**src/rtl/ahb_ml_acc_seq.sv**
```systemverilog
// ahb_ml_acc_seq
//   AHB-Lite slave that buffers up to DEPTH operand pairs and streams them,
//   one pair per cycle, through the shared two-operand adder datapath,
//   accumulating the adder results into a 32-bit accumulator.
//
// Ports
//   HCLK, HRESETn          : bus clock, asynchronous active-low reset
//   HSEL..HWDATA           : AHB-Lite slave inputs (word access, HADDR[7:0] decoded)
//   HREADYOUT, HRESP       : always ready, always OKAY
//   HRDATA                 : read data (mux on the registered address)
//   dp_x, dp_y             : datapath operands, driven only while running
//   dp_p                   : datapath result (combinational dp_x + dp_y)
//   irq                    : level interrupt, mirrors the DONE flag
//
// Register map: 0x00 OPX (W), 0x04 OPY (W, push), 0x08 CTRL (W: b0 START, b1 CLR),
//               0x0C STATUS (b0 BUSY, b1 DONE w1c, b2 OVF w1c, [AW+8:8] COUNT),
//               0x10 ACC (R)
module ahb_ml_acc_seq #(
  parameter int DEPTH = 8,
  parameter int AW    = 3
) (
  input  logic        HCLK,
  input  logic        HRESETn,
  input  logic        HSEL,
  input  logic        HREADY,
  input  logic [1:0]  HTRANS,
  input  logic [2:0]  HSIZE,
  input  logic        HWRITE,
  input  logic [31:0] HADDR,
  input  logic [31:0] HWDATA,
  output logic        HREADYOUT,
  output logic [1:0]  HRESP,
  output logic [31:0] HRDATA,
  output logic [31:0] dp_x,
  output logic [31:0] dp_y,
  input  logic [31:0] dp_p,
  output logic        irq
);

  localparam logic [7:0] A_OPX    = 8'h00;
  localparam logic [7:0] A_OPY    = 8'h04;
  localparam logic [7:0] A_CTRL   = 8'h08;
  localparam logic [7:0] A_STATUS = 8'h0C;
  localparam logic [7:0] A_ACC    = 8'h10;
  localparam logic [AW:0] DEPTH_C = (AW+1)'(DEPTH);

  typedef enum logic [1:0] {S_IDLE, S_RUN, S_DONE} state_t;

  state_t        r_state;
  state_t        w_state_next;
  logic          r_dph;
  logic          r_wr;
  logic [7:0]    r_addr;
  logic [31:0]   r_xstage;
  logic [31:0]   r_acc;
  logic [AW:0]   r_count;
  logic [AW-1:0] r_idx;
  logic          r_done;
  logic          r_ovf;
  logic [31:0]   r_bx [DEPTH];
  logic [31:0]   r_by [DEPTH];

  // Only the low address byte and word accesses are meaningful here.
  logic w_unused;
  assign w_unused = ^{HSIZE, HADDR[31:8]};

  // Address phase capture; the write itself lands at the end of the data phase.
  always_ff @(posedge HCLK or negedge HRESETn) begin
    if (!HRESETn) begin
      r_dph  <= 1'b0;
      r_wr   <= 1'b0;
      r_addr <= 8'h00;
    end else begin
      r_dph <= HSEL & HREADY & HTRANS[1];
      if (HSEL & HREADY & HTRANS[1]) begin
        r_wr   <= HWRITE;
        r_addr <= HADDR[7:0];
      end
    end
  end

  logic w_we, w_busy, w_full, w_last;
  logic w_wr_opx, w_wr_opy, w_wr_ctrl, w_wr_status;
  logic w_clr, w_start, w_push, w_enter_done;

  assign w_we        = r_dph & r_wr;
  assign w_wr_opx    = w_we && (r_addr == A_OPX);
  assign w_wr_opy    = w_we && (r_addr == A_OPY);
  assign w_wr_ctrl   = w_we && (r_addr == A_CTRL);
  assign w_wr_status = w_we && (r_addr == A_STATUS);
  assign w_busy      = (r_state == S_RUN);
  assign w_full      = (r_count == DEPTH_C);
  assign w_last      = ({1'b0, r_idx} == (r_count - 1'b1));
  // CLR overrides START in the same write; START only honoured from IDLE.
  assign w_clr       = w_wr_ctrl & HWDATA[1];
  assign w_start     = w_wr_ctrl & HWDATA[0] & ~HWDATA[1] & (r_state == S_IDLE);
  assign w_push      = w_wr_opy & ~w_busy;
  // DONE flag and COUNT clear happen on the edge that enters DONE, so the
  // flag is visible in the DONE-state cycle itself.
  assign w_enter_done = (w_state_next == S_DONE) && (r_state != S_DONE);

  always_ff @(posedge HCLK or negedge HRESETn) begin
    if (!HRESETn) r_state <= S_IDLE;
    else          r_state <= w_state_next;
  end

  always_comb begin
    w_state_next = r_state;
    dp_x         = 32'h0;
    dp_y         = 32'h0;
    case (r_state)
      S_IDLE: if (w_start) w_state_next = (r_count != '0) ? S_RUN : S_DONE;
      S_RUN: begin
        dp_x = r_bx[r_idx];
        dp_y = r_by[r_idx];
        if (w_last) w_state_next = S_DONE;
      end
      S_DONE:  w_state_next = S_IDLE;
      default: w_state_next = S_IDLE;
    endcase
    if (w_clr) w_state_next = S_IDLE;
  end

  always_ff @(posedge HCLK or negedge HRESETn) begin
    if (!HRESETn) begin
      r_xstage <= 32'h0;
      r_acc    <= 32'h0;
      r_count  <= '0;
      r_idx    <= '0;
      r_done   <= 1'b0;
      r_ovf    <= 1'b0;
    end else begin
      if (w_wr_opx & ~w_busy) r_xstage <= HWDATA;

      if (w_clr)                 r_count <= '0;
      else if (w_enter_done)     r_count <= '0;
      else if (w_push & ~w_full) r_count <= r_count + 1'b1;

      if (w_push & w_full)                 r_ovf <= 1'b1;
      else if (w_wr_status & HWDATA[2])    r_ovf <= 1'b0;

      // Setting DONE beats a simultaneous W1C.
      if (w_clr)                           r_done <= 1'b0;
      else if (w_enter_done)               r_done <= 1'b1;
      else if (w_start)                    r_done <= 1'b0;
      else if (w_wr_status & HWDATA[1])    r_done <= 1'b0;

      if (w_clr | w_start)  r_acc <= 32'h0;
      else if (w_busy)      r_acc <= r_acc + dp_p;

      if (w_clr | w_start)  r_idx <= '0;
      else if (w_busy)      r_idx <= r_idx + 1'b1;
    end
  end

  // Operand buffer: no reset needed, entries at or above COUNT are never read.
  always_ff @(posedge HCLK) begin
    if (w_push & ~w_full) begin
      r_bx[r_count[AW-1:0]] <= r_xstage;
      r_by[r_count[AW-1:0]] <= HWDATA;
    end
  end

  always_comb begin
    HRDATA = 32'h0;
    case (r_addr)
      A_STATUS: begin
        HRDATA[0]      = w_busy;
        HRDATA[1]      = r_done;
        HRDATA[2]      = r_ovf;
        HRDATA[AW+8:8] = r_count;
      end
      A_ACC:   HRDATA = r_acc;
      default: HRDATA = 32'h0;
    endcase
  end

  assign HREADYOUT = 1'b1;
  assign HRESP     = 2'b00;
  assign irq       = r_done;

endmodule

```
**config.mk**
```make
export PLATFORM = sky130hd
export DESIGN_NAME = ahb_ml_acc_seq
export DESIGN_NICKNAME = d
export VERILOG_FILES = /design/src/rtl/ahb_ml_acc_seq.sv
export SDC_FILE = /design/constraint.sdc
export NUM_CORES = 1
export LEC_CHECK = 0
export CORE_MARGIN = 3
export CORE_UTILIZATION = 59
export CTS_BUF_LIST = sky130_fd_sc_hd__clkbuf_2 sky130_fd_sc_hd__clkbuf_4 sky130_fd_sc_hd__clkbuf_8
export DETAILED_ROUTE_END_ITERATION = 16
export GPL_TIMING_DRIVEN = 0
export PLACE_DENSITY_LB_ADDON = 0.1
export SETUP_SLACK_MARGIN = 0.05
export SYNTH_ARGS = -nofsm -noshare
export SYNTH_HDL_FRONTEND = slang
export SYNTH_SLANG_ARGS = --single-unit
export TNS_END_PERCENT = 10
```
**constraint.sdc**
```tcl
create_clock -name HCLK -period 10 [get_ports HCLK]
set_clock_uncertainty 0.05 [all_clocks]
set_input_delay 2 -clock HCLK [delete_from_list [all_inputs] [get_ports HCLK]]
set_output_delay 2 -clock HCLK [all_outputs]
set_load 0.1 [all_outputs]
```
Word level (Yosys, flattened, before mapping)
Memories as Yosys holds them, arrays and structs flattened.
Cells that the tools add are included.
{"block": "classes", "add_sub_neg": 4, "n_mul": 0, "n_div": 0, "order_cmp": 0, "eq_ne": 9, "shifts": 0, "muxes": 26, "bitwise": 17, "reduce_logical": 12}
{"op": "$mux 32", "count": 4}
{"op": "$add 32x32->32", "count": 1}
{"op": "$mux 20", "count": 1}
{"op": "$eq 8x4->1 const B", "count": 2}
{"op": "$and 1x1->1", "count": 13}
{"op": "$mux 4", "count": 3}
{"op": "$eq 8x3->1 const B", "count": 1}
{"op": "$eq 8x5->1 const B", "count": 1}
{"op": "$logic_not 8->1", "count": 1}
{"op": "$mux 1", "count": 8}
{"op": "$mux 2", "count": 4}
{"op": "$pmux 4 s2", "count": 1}
{"op": "$reduce_bool 4->1", "count": 2}
{"op": "$mux 3", "count": 2}
{"op": "$pmux 3 s2", "count": 1}
{"op": "$logic_and 1x1->1", "count": 5}
{"op": "$mux 5", "count": 1}
{"op": "$add 4x1->4 const B", "count": 1}
{"op": "$eq 3x4->1", "count": 1}
{"op": "$eq 4x4->1 const B", "count": 1}
{"op": "$pmux 2 s2", "count": 1}
{"op": "$reduce_bool 2->1", "count": 2}
{"op": "$sub 4x1->4 const B", "count": 1}
{"op": "$add 3x1->3 const B", "count": 1}
{"op": "7 further kinds", "count": 9}
{"block": "totals", "ff_bits": 85, "latchBits": 0, "ram_bits": 512, "rom_bits": 0, "input_bits": 106, "word_cells": 80, "mem_count": 2}
{"memory": "r_bx", "depth": 8, "word_bits": 32, "rd": 1, "rd_ports_with_merged_regs": 0, "wr": 1, "line": "60", "source": "logic [31:0] r_bx [DEPTH];"}
{"memory": "r_by", "depth": 8, "word_bits": 32, "rd": 1, "rd_ports_with_merged_regs": 0, "wr": 1, "line": "61", "source": "logic [31:0] r_by [DEPTH];"}

Depth between registers and ports, before layout
Gate-level depths: netlist of the first run.
{"block": "logic_depth", "depth_word": 12, "depth_mapped": 10, "ltp_nobuf": 10}

Least setup slack after synthesis of the first run
Ideal clock, no wire load.
{"block": "synth_timing", "path_type": "register -> register", "from": "reg r_addr[7]", "to": "mem r_bx[0][0] (enable)", "setup_time_ns": 0.565, "arrival_time_ns": 6.061, "slack_ns": 3.324, "path_stages_with_launch": 7, "path_buffers": 0, "period_less_slack_ns": 6.676, "path_cell_list": "dfrtp_1 or4_4 nor2_1 and3_1 nand2_1 or2_2 nor3_1"}
{"block": "synth_via", "elab_chain_len": 6}
{"element": "start, declared", "line": "53", "source": "logic [7:0] r_addr;"}
{"element": "start signal, assigned", "line": "77", "source": "r_addr <= HADDR[7:0];"}
{"element": "$eq 8x3->1", "line": "88", "source": "assign w_wr_opy = w_we && (r_addr == A_OPY);"}
{"element": "$logic_and 1x1->1", "line": "88"}
{"element": "$and 1x1->1", "line": "97", "source": "assign w_push = w_wr_opy & ~w_busy;"}
{"element": "$and 1x1->1", "line": "158", "source": "if (w_push & ~w_full) begin"}
{"element": "$mux 1", "line": "158"}
{"element": "$mux 1 (implied by the code)", "line": "159", "source": "r_bx[r_count[AW-1:0]] <= r_xstage;"}
{"element": "end, declared", "line": "60"}
No other way between the ends.

Worst setup path after layout of the first run
{"block": "layout_timing", "from": "reg r_idx[0]", "to": "out dp_x[27]"}
{"block": "layout_via", "elab_chain_len": 2}
{"element": "start, declared", "line": "57", "source": "logic [AW-1:0] r_idx;"}
{"element": "start signal, assigned", "line": "152", "source": "else if (w_busy) r_idx <= r_idx + 1'b1;"}
{"element": "$mem_v2 8x32"}
{"element": "$mux 32", "line": "111", "source": "case (r_state)"}
{"element": "end, declared", "line": "34", "source": "output logic [31:0] dp_x,"}
No other way between the ends.

==> results of run 1 <==
[cell type report]
type,count,area share (%)
clock buffer,155,6.141
inverter,11,0.1398
clock inverter,16,0.5548
multi-input combinational,682,23.17
buffer,71,0.9741
tap,532,2.253
timing repair buffer,204,7.522
sequential,597,59.24
[cells in the final DEF (no fill, tap or decap), types with 6 or more instances in the layout]
cell type,Yosys,final
a21o_1,11,11
a21oi_1,31,31
a22o_1,17,17
and2_1,27,27
and3_1,6,6
buf_1,9,9
buf_12,0,12
buf_2,8,8
buf_6,0,12
clkbuf_1,51,51
clkbuf_4,0,51
clkbuf_8,0,104
clkdlybuf4s50_1,0,173
dfrtp_1,85,85
edfxtp_1,512,512
ha_1,34,34
inv_1,11,11
mux2_2,42,42
mux2i_1,65,65
mux4_2,128,128
nand2_1,46,46
nand3_1,14,14
nand4_1,7,7
nor2_1,98,92
nor2_4,0,6
nor2b_1,7,7
nor3_1,12,10
o21ai_0,40,40
xnor2_1,23,23
xor2_1,12,12
[logic make-up (layout without fill, tap and decap cells)]
kind of cell	count (synthesis)	after routing
AND/OR/NAND/NOR	246	246
XOR/XNOR	35	35
flip-flops	597	597
buffers and inverters	82	457
AO/OA/AOI/OAI	128	128
adder cells (fa/ha/maj)	35	35
other	2	3
multiplexers	235	235
[metrics by stage]
stage          power [mW]  hold WS, ps  utilization (%)  cell area [um^2]  setup WS [ps]
3_5_place_dp        4.334        439.2            67.20             27560           4032
2_1_floorplan       3.952        398.0                -             24620           3324
6_report            6.396        461.7            72.02             29540           3398
4_1_cts             6.445        463.5            72.02             29540           3326
5_1_grt             6.699        488.4            72.02             29540           3113
3_3_place_gp        4.302        438.0            65.90             27030          -1233
[critical path, delay by kind of cell, from the launching register on]
| family | cells | cell delay [ps] |
|---|---|---|
| simple gates | 1 | 80 |
| flops | 1 | 380 |
| mux | 2 | 790 |
| buf+inv | 4 | 2670 |
[routing by layer]
metal	global-route usage, %	up-vias	wire [um]
met3	5.417	68	4140
met5	0	-	9
met2	42.47	526	27750
li1	-	6013	-
met1	35.73	6975	22220
met4	7.417	2	988
[report_power, final]
group	switching, mW	internal, mW	total [mW]	leakage (nW)
Combinational	0.748	0.662	1.41	3.74
Clock	0.900	1.22	2.12	1.05
Sequential	0.0835	2.78	2.87	5.63
[final timing paths]
kind	startpoint	end	slack (ps)
max	r_idx[0]	dp_x[27]	3400
min	r_acc[28]	r_acc[28]	460
max reg2reg	r_addr[7]	r_by[0][20]	6400
min reg2reg	r_acc[28]	r_acc[28]	460
max in group asynchronous	HRESETn	r_xstage[20]	7870
min in group asynchronous	HRESETn	r_addr[0]	1310
[sequential cells by signal, summed over array words and instances, names as in the netlist]
name and count:
r_bx 256, r_by 256, r_acc 32, r_xstage 32
r_addr 8, r_count 4, r_idx 3, r_state 2
irq 1, r_dph 1, r_ovf 1, r_wr 1
[cell usage after synthesis, types with 4 or more instances]
| cell type | instances | area share, % |
|---|---|---|
| edfxtp_1 | 512 | 62 |
| mux4_2 | 128 | 12 |
| nor2_1 | 98 | 1.5 |
| dfrtp_1 | 85 | 8.6 |
| mux2i_1 | 65 | 2.6 |
| clkbuf_1 | 51 | 0.78 |
| nand2_1 | 46 | 0.70 |
| mux2_2 | 42 | 1.9 |
| o21ai_0 | 40 | 0.81 |
| ha_1 | 34 | 1.7 |
| a21oi_1 | 31 | 0.63 |
| and2_1 | 27 | 0.69 |
| xnor2_1 | 23 | 0.82 |
| a22o_1 | 17 | 0.60 |
| nand3_1 | 14 | 0.28 |
| nor3_1 | 12 | 0.24 |
| xor2_1 | 12 | 0.43 |
| a21o_1 | 11 | 0.34 |
| inv_1 | 11 | 0.17 |
| buf_1 | 9 | 0.14 |
| buf_2 | 8 | 0.16 |
| nand4_1 | 7 | 0.18 |
| nor2b_1 | 7 | 0.18 |
| and3_1 | 6 | 0.15 |
| nor3b_1 | 5 | 0.15 |
| o21bai_1 | 5 | 0.15 |
| a31oi_1 | 4 | 0.10 |
| nand2b_1 | 4 | 0.10 |
| or3_1 | 4 | 0.10 |
==> impl_results.md, run 1 <==
- Mean post-synth cell area: 18.10 um^2
- I/O Buffers: 174
- Root buffer cell: clkbuf_8
- NumNets Final: 1,801
- Tcrit/Tclk final: 66.02%
- Worst setup SP type: flip-flop
- I/O pins: 206
- PwrDens: 216.5 mW/mm^2
- Num Clock Sinks: 597
- Routed WL: 55.11 mm
- WP data arrival: 4550 ps
- Ys async rst share: 14.24%
- CP most frequent cell: clkbuf_1
- Initial Util: 60.02%
- Status: finished, final reports clean
- Vias in the first global route: 14,360
- Initial antenna violation count: 1
- Layout cells sized above 1: 22.81%
- First-pass GRT wire length: 85.50 mm
- Die X: 210.3 um
- CP endpoint kind: output pin
- Synth Area in Simple Gates: 4.879%
- Synth Area in XOR/XNOR: 1.245%
- Slew Limit Headroom: 19.83%
- Die Y: 210.3 um
- Compound-Gate Fraction of Synth Area: 3.329%
- Tightest Pin Transition: 1203 ps
- Crit path max fanout: 10
- Tot GR Track Use: 25.79%
- Register area share after synthesis: 71.10%
- Fin. max-slew vios: 0
- WHS Path Cells: 2
- Drt pass-1 iters: 5
- # setup viols final: 0
- Die ar.: 0.04421 mm^2
- Worst-case reg-to-reg path depth: 9
- Crit Path Class: flip-flop to output pin
- Highest Clock Rate: 151.5 MHz
- Rows: 74
- CTS H-tree depth: 3
- Largest stage delay, worst path: 1040 ps
- Leakage: 10.42 nW
- GR Overflow Total: 0
- Clk_lat worst skew: 650 ps
- Synth cell types: 57
- RSZ-0062 raised after global routing: false
- Main combinational cell family by area after synthesis: multiplexers
- Max-cap viol count: 0
- Post-CTS Resized: 0
- GP Congestion: 0.8603
- Num CTS Buffers: 93
- Post-synthesis instance area: 0.02462 mm^2
- Final hold vios: 0
- Clock-pin slew on the worst setup and hold paths: 60 ps
- HP Class: flip-flop to flip-flop
- CTS Buffer Depth: 3
- Worst vdd ir: 142.7 uV
- Largest net degree at the start of global routing: 47
- Core Region: 0.04102 mm^2
- Synth-to-layout area growth: 20.01%
- Area of the multi-input gates: 0.006845 mm^2
- Post-layout minimum cycle time: 6602 ps
- Worst-path cell chain: clkbuf_1 > clkbuf_1 > buf_1 > mux4_2 > mux2i_1 > nor2_1 > clkdlybuf4s50_1
- CTS tree: built
- Ant diodes: 0
- Fillcell total: 2,601
- Postcts setup bufs: 0
- Synth Instances: 1,360
- Cells after DPL: 2,097
- Fin cells: 2,268
- Fraction of the mapped netlist area in adder cells: 1.809%
- Antenna-violating nets left: 0
- DRC: 0
- Yosys warnings: 0
- Vias: 13,580
- EDFF count, synth: 512
- Iter 0 DRT Violations: 1,162
- CP max stage cell: clkdlybuf4s50_1
- FF/Latch Area: 0.01750 mm^2
- TNS Setup: 0 ps
- Predominant post-synthesis flop cell: edfxtp_1
- Mux share of post-synthesis cell area: 16.27%
- Via/cell ratio: 5.989
- Number of synthesized register bits: 597
- Data required, critical path: 7950 ps
- # hold bufs at CTS: 0
- WL per Instance: 24.30 um
- Post-DP HPWL: 36.23 mm
Note: power is estimated with default switching activity, not from simulation.
==> inputs of run 2 (changes only) <==
clock period = 6.5 ns   (was 10 ns; I/O delays follow)
==> impl_results.md, run 2 (synthesis gave the netlist of run 1 again) <==
- Die X: 210.3 um (unchanged)
- Worst-case reg-to-reg path depth: 8 (-1)
- Via/cell ratio: 5.970 (-0.33%)
- # setup viols final: 0 (unchanged)
- WL per Instance: 24.27 um (-0.12%)
- Largest stage delay, worst path: 1020 ps (-20 ps)
- Worst-path cell chain: clkbuf_1 > clkbuf_1 > buf_1 > mux4_2 > mux2i_1 > nor2_1 > clkdlybuf4s50_1
- Clock-pin slew on the worst setup and hold paths: 60 ps (about the same)
- Most frequent cells in the layout: edfxtp_1 (512), clkdlybuf4s50_1 (173), mux4_2 (128)
- HP Class: flip-flop to flip-flop
- Max-cap viol count: 0 (unchanged)
- Postcts setup bufs: 0 (unchanged)
- Tightest Pin Transition: 1196 ps (-6.744 ps)
- CP most frequent cell: clkbuf_1
- Total power: 9.771 mW (+53%)
- Ant diodes: 0 (unchanged)
- Slew Limit Headroom: 20.28% (+0.45 points)
- First-pass GRT wire length: 84.36 mm (-1.3%)
- Data required, critical path: 5150 ps (-2800 ps)
- GR Overflow Total: 0 (unchanged)
- Area of the multi-input gates: 0.006852 mm^2 (about the same)
- Routed WL: 55.02 mm (-0.16%)
- Iter 0 DRT Violations: 1,192 (+2.6%)
- Die ar.: 0.04421 mm^2 (unchanged)
- Worst setup SP type: flip-flop
- Layout cells sized above 1: 22.25% (-0.56 points)
- Root buffer cell: clkbuf_8
- CTS tree: built
- Largest net degree at the start of global routing: 56 (+19%)
- I/O pins: 206 (unchanged)
- Core Region: 0.04102 mm^2 (unchanged)
- NumNets Final: 1,799 (-0.11%)
- Post-layout minimum cycle time: 6015 ps
- Rows: 74 (unchanged)
- WHS Path Cells: 2 (unchanged)
- WP depth: 7 (unchanged)
- Die Y: 210.3 um (unchanged)
- Tot GR Track Use: 25.58% (-0.22 points)
- Post-DP HPWL: 35.70 mm (-1.5%)
- Num CTS Buffers: 92 (-1.1%)
- Final hold vios: 0 (unchanged)
- WP data arrival: 4660 ps (+110 ps)
- Crit-path leading delay family: buffers and inverters
- CTS H-tree depth: 3 (unchanged)
- CTS Buffer Depth: 3 (unchanged)
- PwrDens: 329.9 mW/mm^2 (+52%)
- Fillcell total: 2,574 (-1.0%)
- # hold bufs at CTS: 0 (unchanged)
- Antenna-violating nets left: 0 (unchanged)
- Tcrit/Tclk final: 92.54%
- I/O Buffers: 174 (unchanged)
- GP Congestion: 0.8584 (-0.22%)
- Crit Path Class: flip-flop to output pin
- Num Clock Sinks: 597 (unchanged)
- FF/Latch Area: 0.01750 mm^2 (unchanged)
- Highest Clock Rate: 166.3 MHz
- Fin. max-slew vios: 0 (unchanged)
- Drt pass-1 iters: 5 (unchanged)
- Clk_lat worst skew: 650 ps (about the same)
- CP max stage cell: clkdlybuf4s50_1
- Post-place instance area: 0.02767 mm^2 (+0.40%)
- Status: finished, final reports clean
- Initial antenna violation count: 0 (-1)
- Vias: 13,530 (-0.38%)
- Crit path max fanout: 10 (unchanged)
- Leakage: 10.44 nW (+0.25%)
- DRC: 0 (unchanged)
- CP Buf/Inv Count: 4 (unchanged)
- Post-CTS Resized: 0 (unchanged)
- Synth-to-layout area growth: 20.30%
- Worst vdd ir: 188.1 uV (+32%)
- Post-route cell area: 0.02962 mm^2 (+0.25%)
- Initial Util: 60.02% (unchanged)
- Most common cell after layout, fill and taps aside: edfxtp_1
- Vias in the first global route: 14,330 (-0.20%)
- RSZ-0062 raised after global routing: false
- CP endpoint kind: output pin
run 2: worst min-delay path: stages (launching register included):
cell and delay, ps:
dfrtp_1 360, nand2_1 50, o21ai_0 60
run 2: cell type report:
class	count	area share [%]
Tap cell	532	2.248
Sequential cell	597	59.10
Clock buffer	143	5.822
Clock inverter	28	0.7393
Multi-Input combinational cell	682	23.13
Timing Repair Buffer	203	7.850
Buffer	71	0.9717
Inverter	11	0.1394
run 2: per-stage QoR:
step                      utilization (%)  hold slack [ps]  setup TNS (ps)  setup WS, ps  cells
after floorplan                         -            398.0               0         112.4   1361
after global placement              65.91            440.7         -797260         -4269   2067
after detailed placement            67.47            439.8               0          1069   2096
after CTS                           72.20            458.1               0         344.6   2267
after global routing                72.20            479.7               0         259.9   2267
final                               72.20            457.9               0         485.2   2267
run 2: final timing paths:
path | startpoint | to | slack (ps)
max reg2reg | r_addr[7] | r_bx[4][22] | 2980
max | r_idx[0] | dp_x[25] | 490
min | r_acc[28] | r_acc[28] | 460
min in group asynchronous | HRESETn | r_addr[0] | 590
max in group asynchronous | HRESETn | r_xstage[20] | 5070
min reg2reg | r_acc[28] | r_acc[28] | 460
run 2: where the power goes:
part           leakage (nW)  internal (mW)  switching [mW]
registers              5.63           4.28           0.132
clock network          1.03           1.81            1.40
logic                  3.79           1.02            1.12
run 2: layer usage:
layer | vias up | routed length (um) | global-route usage [%] | part of all wire (%)
met3 | 77 | 3911 | 5.001 | 7.1
li1 | 6001 | - | - | -
met1 | 6945 | 22900 | 36.38 | 42
met5 | - | 0 | 0 | 0
met4 | 0 | 1018 | 7.022 | 1.9
met2 | 510 | 27200 | 41.60 | 49
